### src/rtl/input_ctrl_if.sv
// Link/output-controller handshake bundle for input_ctrl.
//   din_vld, din    : link packet offer (link -> input_ctrl)
//   din_rdy         : input_ctrl can take the packet this cycle
//   req_0, req_1    : request to output controller 0 / 1
//   gnt_0, gnt_1    : same-cycle grant from output controller 0 / 1
//   dout            : packet offered to the output controllers
// master = link/output-controller side, slave = input_ctrl.
interface input_ctrl_if #(
  parameter int unsigned DATA_W = 64
);

  logic              din_vld;
  logic [DATA_W-1:0] din;
  logic              din_rdy;
  logic              req_0;
  logic              req_1;
  logic              gnt_0;
  logic              gnt_1;
  logic [DATA_W-1:0] dout;

  modport master (
    output din_vld, din, gnt_0, gnt_1,
    input  din_rdy, req_0, req_1, dout
  );

  modport slave (
    input  din_vld, din, gnt_0, gnt_1,
    output din_rdy, req_0, req_1, dout
  );

endinterface

### src/rtl/input_ctrl.sv
// Two-buffer ping-pong input controller for a 2-port switch.
// polarity selects which buffer is written (w = polarity) and which is
// offered to the output controllers (r = ~polarity). The route bit of
// the read-side packet selects req_0 or req_1; a matching grant pops it.
// Ports:
//   clk        : clock, rising edge
//   rst        : synchronous active-low reset
//   polarity   : ping-pong phase select
//   bus        : handshake bundle (input_ctrl_if.slave)
//   in_cnt     : packets accepted from the link (wraps)
//   out_cnt    : packets forwarded (wraps)
//   stall_cnt  : cycles the current request has waited (saturates)
module input_ctrl #(
  parameter int unsigned DATA_W    = 64,
  parameter int unsigned ROUTE_BIT = 63
) (
  input  logic           clk,
  input  logic           rst,
  input  logic           polarity,
  input_ctrl_if.slave    bus,
  output logic [15:0]    in_cnt,
  output logic [15:0]    out_cnt,
  output logic [7:0]     stall_cnt
);

  localparam int unsigned CNT_W   = 16;
  localparam int unsigned STALL_W = 8;
  localparam logic [STALL_W-1:0] STALL_MAX = '1;

  logic [DATA_W-1:0] pkt_buf [2];
  logic [1:0]        full;

  logic w_idx;
  logic r_idx;
  logic accept;
  logic pop;
  logic rd_full;
  logic rd_route;

  assign w_idx = polarity;
  assign r_idx = ~polarity;

  // Handshake decode; everything is gated by rst so nothing is visible
  // before the first reset edge clears the full flags.
  always_comb begin
    bus.din_rdy = 1'b0;
    bus.req_0   = 1'b0;
    bus.req_1   = 1'b0;
    bus.dout    = '0;
    accept      = 1'b0;
    pop         = 1'b0;
    rd_full     = full[r_idx];
    rd_route    = pkt_buf[r_idx][ROUTE_BIT];
    if (rst) begin
      bus.din_rdy = ~full[w_idx];
      bus.req_0   = rd_full & ~rd_route;
      bus.req_1   = rd_full &  rd_route;
      if (rd_full) begin
        bus.dout = pkt_buf[r_idx];
      end
      accept = bus.din_vld & bus.din_rdy;
      pop    = (bus.req_0 & bus.gnt_0) | (bus.req_1 & bus.gnt_1);
    end
  end

  // Packet storage; contents are qualified by the full flags, so no reset.
  always_ff @(posedge clk) begin
    if (accept) begin
      pkt_buf[w_idx] <= bus.din;
    end
  end

  // Full flags and counters. Accept and pop always hit different buffers.
  always_ff @(posedge clk) begin
    if (!rst) begin
      full      <= 2'b00;
      in_cnt    <= '0;
      out_cnt   <= '0;
      stall_cnt <= '0;
    end else begin
      if (accept) begin
        full[w_idx] <= 1'b1;
        in_cnt      <= in_cnt + CNT_W'(1);
      end
      if (pop) begin
        full[r_idx] <= 1'b0;
        out_cnt     <= out_cnt + CNT_W'(1);
      end
      if ((bus.req_0 | bus.req_1) && !pop) begin
        if (stall_cnt != STALL_MAX) begin
          stall_cnt <= stall_cnt + STALL_W'(1);
        end
      end else begin
        stall_cnt <= '0;
      end
    end
  end

endmodule

### src/flat_wrapper.sv
// flat-port wrapper written by rule: the top's interface ports become plain ports
module input_ctrl_flat 
#(
  parameter int unsigned DATA_W    = 64,
  parameter int unsigned ROUTE_BIT = 63
)
  (clk, rst, polarity, in_cnt, out_cnt, stall_cnt, bus_din_vld, bus_din, bus_gnt_0, bus_gnt_1, bus_din_rdy, bus_req_0, bus_req_1, bus_dout);
  input_ctrl_if #(.DATA_W(DATA_W)) bus_i ();
  input  logic clk;
  input  logic rst;
  input  logic polarity;
  output logic [15:0] in_cnt;
  output logic [15:0] out_cnt;
  output logic [7:0] stall_cnt;
  input wire logic [$bits(bus_i.din_vld)-1:0] bus_din_vld;
  input wire logic [$bits(bus_i.din)-1:0] bus_din;
  input wire logic [$bits(bus_i.gnt_0)-1:0] bus_gnt_0;
  input wire logic [$bits(bus_i.gnt_1)-1:0] bus_gnt_1;
  output wire logic [$bits(bus_i.din_rdy)-1:0] bus_din_rdy;
  output wire logic [$bits(bus_i.req_0)-1:0] bus_req_0;
  output wire logic [$bits(bus_i.req_1)-1:0] bus_req_1;
  output wire logic [$bits(bus_i.dout)-1:0] bus_dout;
  assign bus_i.din_vld = bus_din_vld;
  assign bus_i.din = bus_din;
  assign bus_i.gnt_0 = bus_gnt_0;
  assign bus_i.gnt_1 = bus_gnt_1;
  assign bus_din_rdy = bus_i.din_rdy;
  assign bus_req_0 = bus_i.req_0;
  assign bus_req_1 = bus_i.req_1;
  assign bus_dout = bus_i.dout;
  input_ctrl #(.DATA_W(DATA_W), .ROUTE_BIT(ROUTE_BIT)) u_core (.clk(clk), .rst(rst), .polarity(polarity), .bus(bus_i), .in_cnt(in_cnt), .out_cnt(out_cnt), .stall_cnt(stall_cnt));
endmodule
### config.mk
export PLATFORM = sky130hd
export DESIGN_NAME = input_ctrl_flat
export DESIGN_NICKNAME = d
export VERILOG_FILES = /design/src/rtl/input_ctrl_if.sv /design/src/rtl/input_ctrl.sv /design/src/flat_wrapper.sv
export SDC_FILE = /design/constraint.sdc
export NUM_CORES = 1
export LEC_CHECK = 0
export ABC_AREA = 0
export ABC_CLOCK_PERIOD_IN_PS = 12700
export CAP_MARGIN = 20
export CORE_ASPECT_RATIO = 0.75
export CORE_MARGIN = 2
export CORE_UTILIZATION = 40
export DETAILED_ROUTE_END_ITERATION = 10
export PLACE_DENSITY_LB_ADDON = 0.08
export SKIP_CTS_REPAIR_TIMING = 1
export SYNTH_ARGS = -nofsm -noshare
export SYNTH_HDL_FRONTEND = slang
export SYNTH_SLANG_ARGS = --single-unit
export TNS_END_PERCENT = 20
### constraint.sdc
create_clock -name clk -period 12.7 [get_ports clk]
set_input_delay 2.54 -clock clk [delete_from_list [all_inputs] [get_ports clk]]
set_output_delay 2.54 -clock clk [all_outputs]
set_load 0.03 [all_outputs]
==> flow_summary.yaml <==
run_status:
  run_status: "finished clean"
timing:
  setup_ws_ns: 4.87
  rsz0062_at_grt: "no"
  fin_worst_skew_ns: 0.0106
  tns_ns: 0
  drv_slew: 0
  hold_violations: 0
  period_share: 0.617
  relSlewSlack: 0.393
  worstMarginPinSlew_ns: 0.909
  fmax_mhz: 128
  setup_viol: 0
  fin_crit_ns: 7.83
power:
  power_density_nw_per_um2: 129
  switching_share: 0.229
  p_sw_mw: 0.276
  power_frac_comb: 0.078
  p_clk_frac: 0.410
  intPower_mw: 0.929
  power.share.sequential: 0.512
  ir_drop_v: 0.000100
  p_leak_nw: 3.24
clock_network:
  cts_sinks: 170
  clk_latency_ns: 0.42
  cts_tree: "done"
  clockBufferDepth: 2
  clk_pin_slew_ns: 0.06
  root_buffer: "clkbuf_16"
  htree_num_levels: 4
  cts_buffers: 17
die:
  dieWidth_um: 155
  core_um2: 16800
  num_io_pins: 177
  rows: 41
  die_y_um: 117
  start_util: 0.408
  dieArea_um2: 18200
yosys:
  synth.distinct_cells: 40
  synthSimpleGateAreaFrac: 0.117
  synth_compound_area_frac: 0.0534
  yosysWarnings: 0
  synth_top_area_cell: "edfxtp_1"
  synth-main-ff-cell: "edfxtp_1"
  synth_enable_flop_cells: 128
  ys_top_cells_by_area: "edfxtp_1, dfxtp_1, mux2i_1"
  async_flop_share: 0
  avgSynthCellArea_um2: 13.5
  syn-num-nets: 579
  yosys.area_share.xor_xnor: 0.00768
  synth-seq-area-share: 0.685
  synth_top_family_by_area: "simple AND/OR/NAND/NOR gates"
  synth_fa_ha_area_frac: 0.00549
  syn_area_um2: 6840
  synthCells: 506
  synthMuxAreaShare: 0.109
  yosys.area.top_type_share: 0.562
  synth_seq_cells: 170
critical_path:
  cp_max_fo: 46
  max_stage_delay_ns: 0.62
  cpMostUsedCell: "buf_4"
  crit_arrival_ns: 5.29
  cp-end-kind: "primary output"
  crit_type: "in2out"
  crit_path_top_delay_cell: "clkdlybuf4s50_1"
  cp-start-kind: "input pin"
  crit_chain: "buf_4 -> mux2_2 -> nand2_2 -> buf_4 -> nor2_1 -> clkdlybuf4s50_1"
  critPathRequiredTime_ns: 10.16
drt:
  routedWlPerCell_um: 16.8
  dr.pass1.iters: 4
  drt-initial-drc-count: 252
  routed_via_density: 5.12
  num_vias: 4647
  postRouteAntennaNets: 0
  wl_um: 15300
  drc_errors: 0
grt:
  grt_overflow: 0
  grt_max_degree: 65
  antenna_found_initial: 0
  grt_pass1_wl_um: 23900
  grt_pass1_vias: 4645
  global_route.usage.total: 0.173
finish:
  syn2layout_area_growth_pct: 36.9
  final_core_util: 0.558
  fillers: 1412
  nets: 753
  antenna_cells: 0
  drive_gt1_frac: 0.0649
job:
  max_cap_violations: 0
place:
  dp_slack_ns: 4.82
  port-buffer-count: 176
  place_hpwl_um: 10100
  place_congestion: 0.785
hold_path:
  hold_path.class: "reg2reg"
[worst max-delay path: cells and delay by family]
kind                   cells  cell delay [ns]
AND/OR/NAND/NOR            2             0.60
buffers and inverters      3             1.62
multiplexers               1             0.47
[power groups by stage]
stage,sequential (mW),clock [mW],combinational (mW)
2_1_floorplan,0.630,0,0.0471
3_3_place_gp,0.628,0,0.0942
3_5_place_dp,0.628,0,0.0956
4_1_cts,0.616,0.506,0.0961
5_1_grt,0.617,0.531,0.102
6_report,0.616,0.494,0.0943
[flip-flops by register name, indices dropped and copies added, names as in the netlist]
signal	flops
u_core.pkt_buf	128
u_core.in_cnt	16
u_core.out_cnt	16
u_core.stall_cnt	8
u_core.full	2
[cells in the final DEF (no fill, tap or decap), drive strengths merged, types with 2 or more instances in the layout]
| master | instances |
|---|---|
| clkdlybuf4s50 | 175 |
| edfxtp | 128 |
| nor2 | 76 |
| mux2i | 72 |
| dfxtp | 42 |
| a21oi | 24 |
| nand2 | 21 |
| clkbuf | 17 |
| o31ai | 14 |
| nand3 | 12 |
| nand4 | 12 |
| or4 | 11 |
| and3 | 9 |
| o21ai | 8 |
| clkinv | 8 |
| inv | 8 |
| buf | 7 |
| and4 | 5 |
| or3 | 5 |
| xnor2 | 5 |
| nand2b | 4 |
| and2 | 3 |
| a31oi | 3 |
| nor3b | 3 |
| ha | 3 |
| o211ai | 2 |
| a211oi | 2 |
| o311ai | 2 |
| o41ai | 2 |
| clkinvlp | 2 |
[cells by family (layout without fill, tap and decap cells)]
logic type | after synthesis | count (layout)
DFF | 170 | 170
and+or+nand+nor | 164 | 164
AOI/OAI and AO/OA | 59 | 59
muxes | 73 | 73
adders and majority gates | 3 | 3
xor gates and xnor gates | 6 | 6
buffers and inverters | 31 | 218
[area by class of cell]
cell class                      instances  area [µm²]  share of cell area
Clock buffer                           17         425              0.0454
Clock inverter                         15         144              0.0154
Inverter                                4        15.0             0.00160
Multi-Input combinational cell        305        2020               0.216
Sequential cell                       170        4680               0.500
Tap cell                              215         269              0.0287
Timing Repair Buffer                  182        1800               0.193
[metal layers]
layer / up-vias / wire length, µm / track usage
met1: 2260 / 6960 / 0.228
met4: 0 / 70 / 0.0426
met2: 127 / 7310 / 0.279
met3: 5 / 948 / 0.0585
li1: 2255 / - / -
met5: - / 0 / 0
[synth_stat cells, drive strengths merged, types with 4 or more instances]
| cell type | count |
|---|---|
| o21ai | 8 |
| a21oi | 24 |
| xnor2 | 5 |
| nand2 | 21 |
| nand3 | 12 |
| edfxtp | 128 |
| or3 | 5 |
| dfxtp | 42 |
| nand4 | 12 |
| inv | 4 |
| and3 | 9 |
| or4 | 11 |
| buf | 17 |
| o31ai | 14 |
| and4 | 5 |
| nand2b | 4 |
| mux2i | 72 |
| nor2 | 76 |
| clkbuf | 10 |
[final timing paths]
| kind | to | slack, ns | cells past startpoint | start |
|---|---|---|---|---|
| setup / recovery | bus_dout[27] | 4.87 | 6 | polarity |
| hold / removal | u_core.out_cnt[5]$_SDFFE_PN0P_ | 0.50 | 2 | u_core.out_cnt[5]$_SDFFE_PN0P_ |
| setup reg to reg | u_core.pkt_buf[1][1]$_DFFE_PP_ | 10.02 | 4 | u_core.full[1]$_SDFF_PN0_ |
| hold reg to reg | u_core.out_cnt[5]$_SDFFE_PN0P_ | 0.50 | 2 | u_core.out_cnt[5]$_SDFFE_PN0P_ |
[stage by stage]
stage	instances	hold WS, ns	total power, mW	cell area [µm²]
6_report	908	0.496	1.20	9360
5_1_grt	908	0.519	1.25	9360
4_1_cts	908	0.495	1.22	9360
3_5_place_dp	876	0.482	0.724	8790
3_3_place_gp	876	0.465	0.722	8790
2_1_floorplan	506	0.458	0.677	6840
Power figures use the tool's default switching activity.
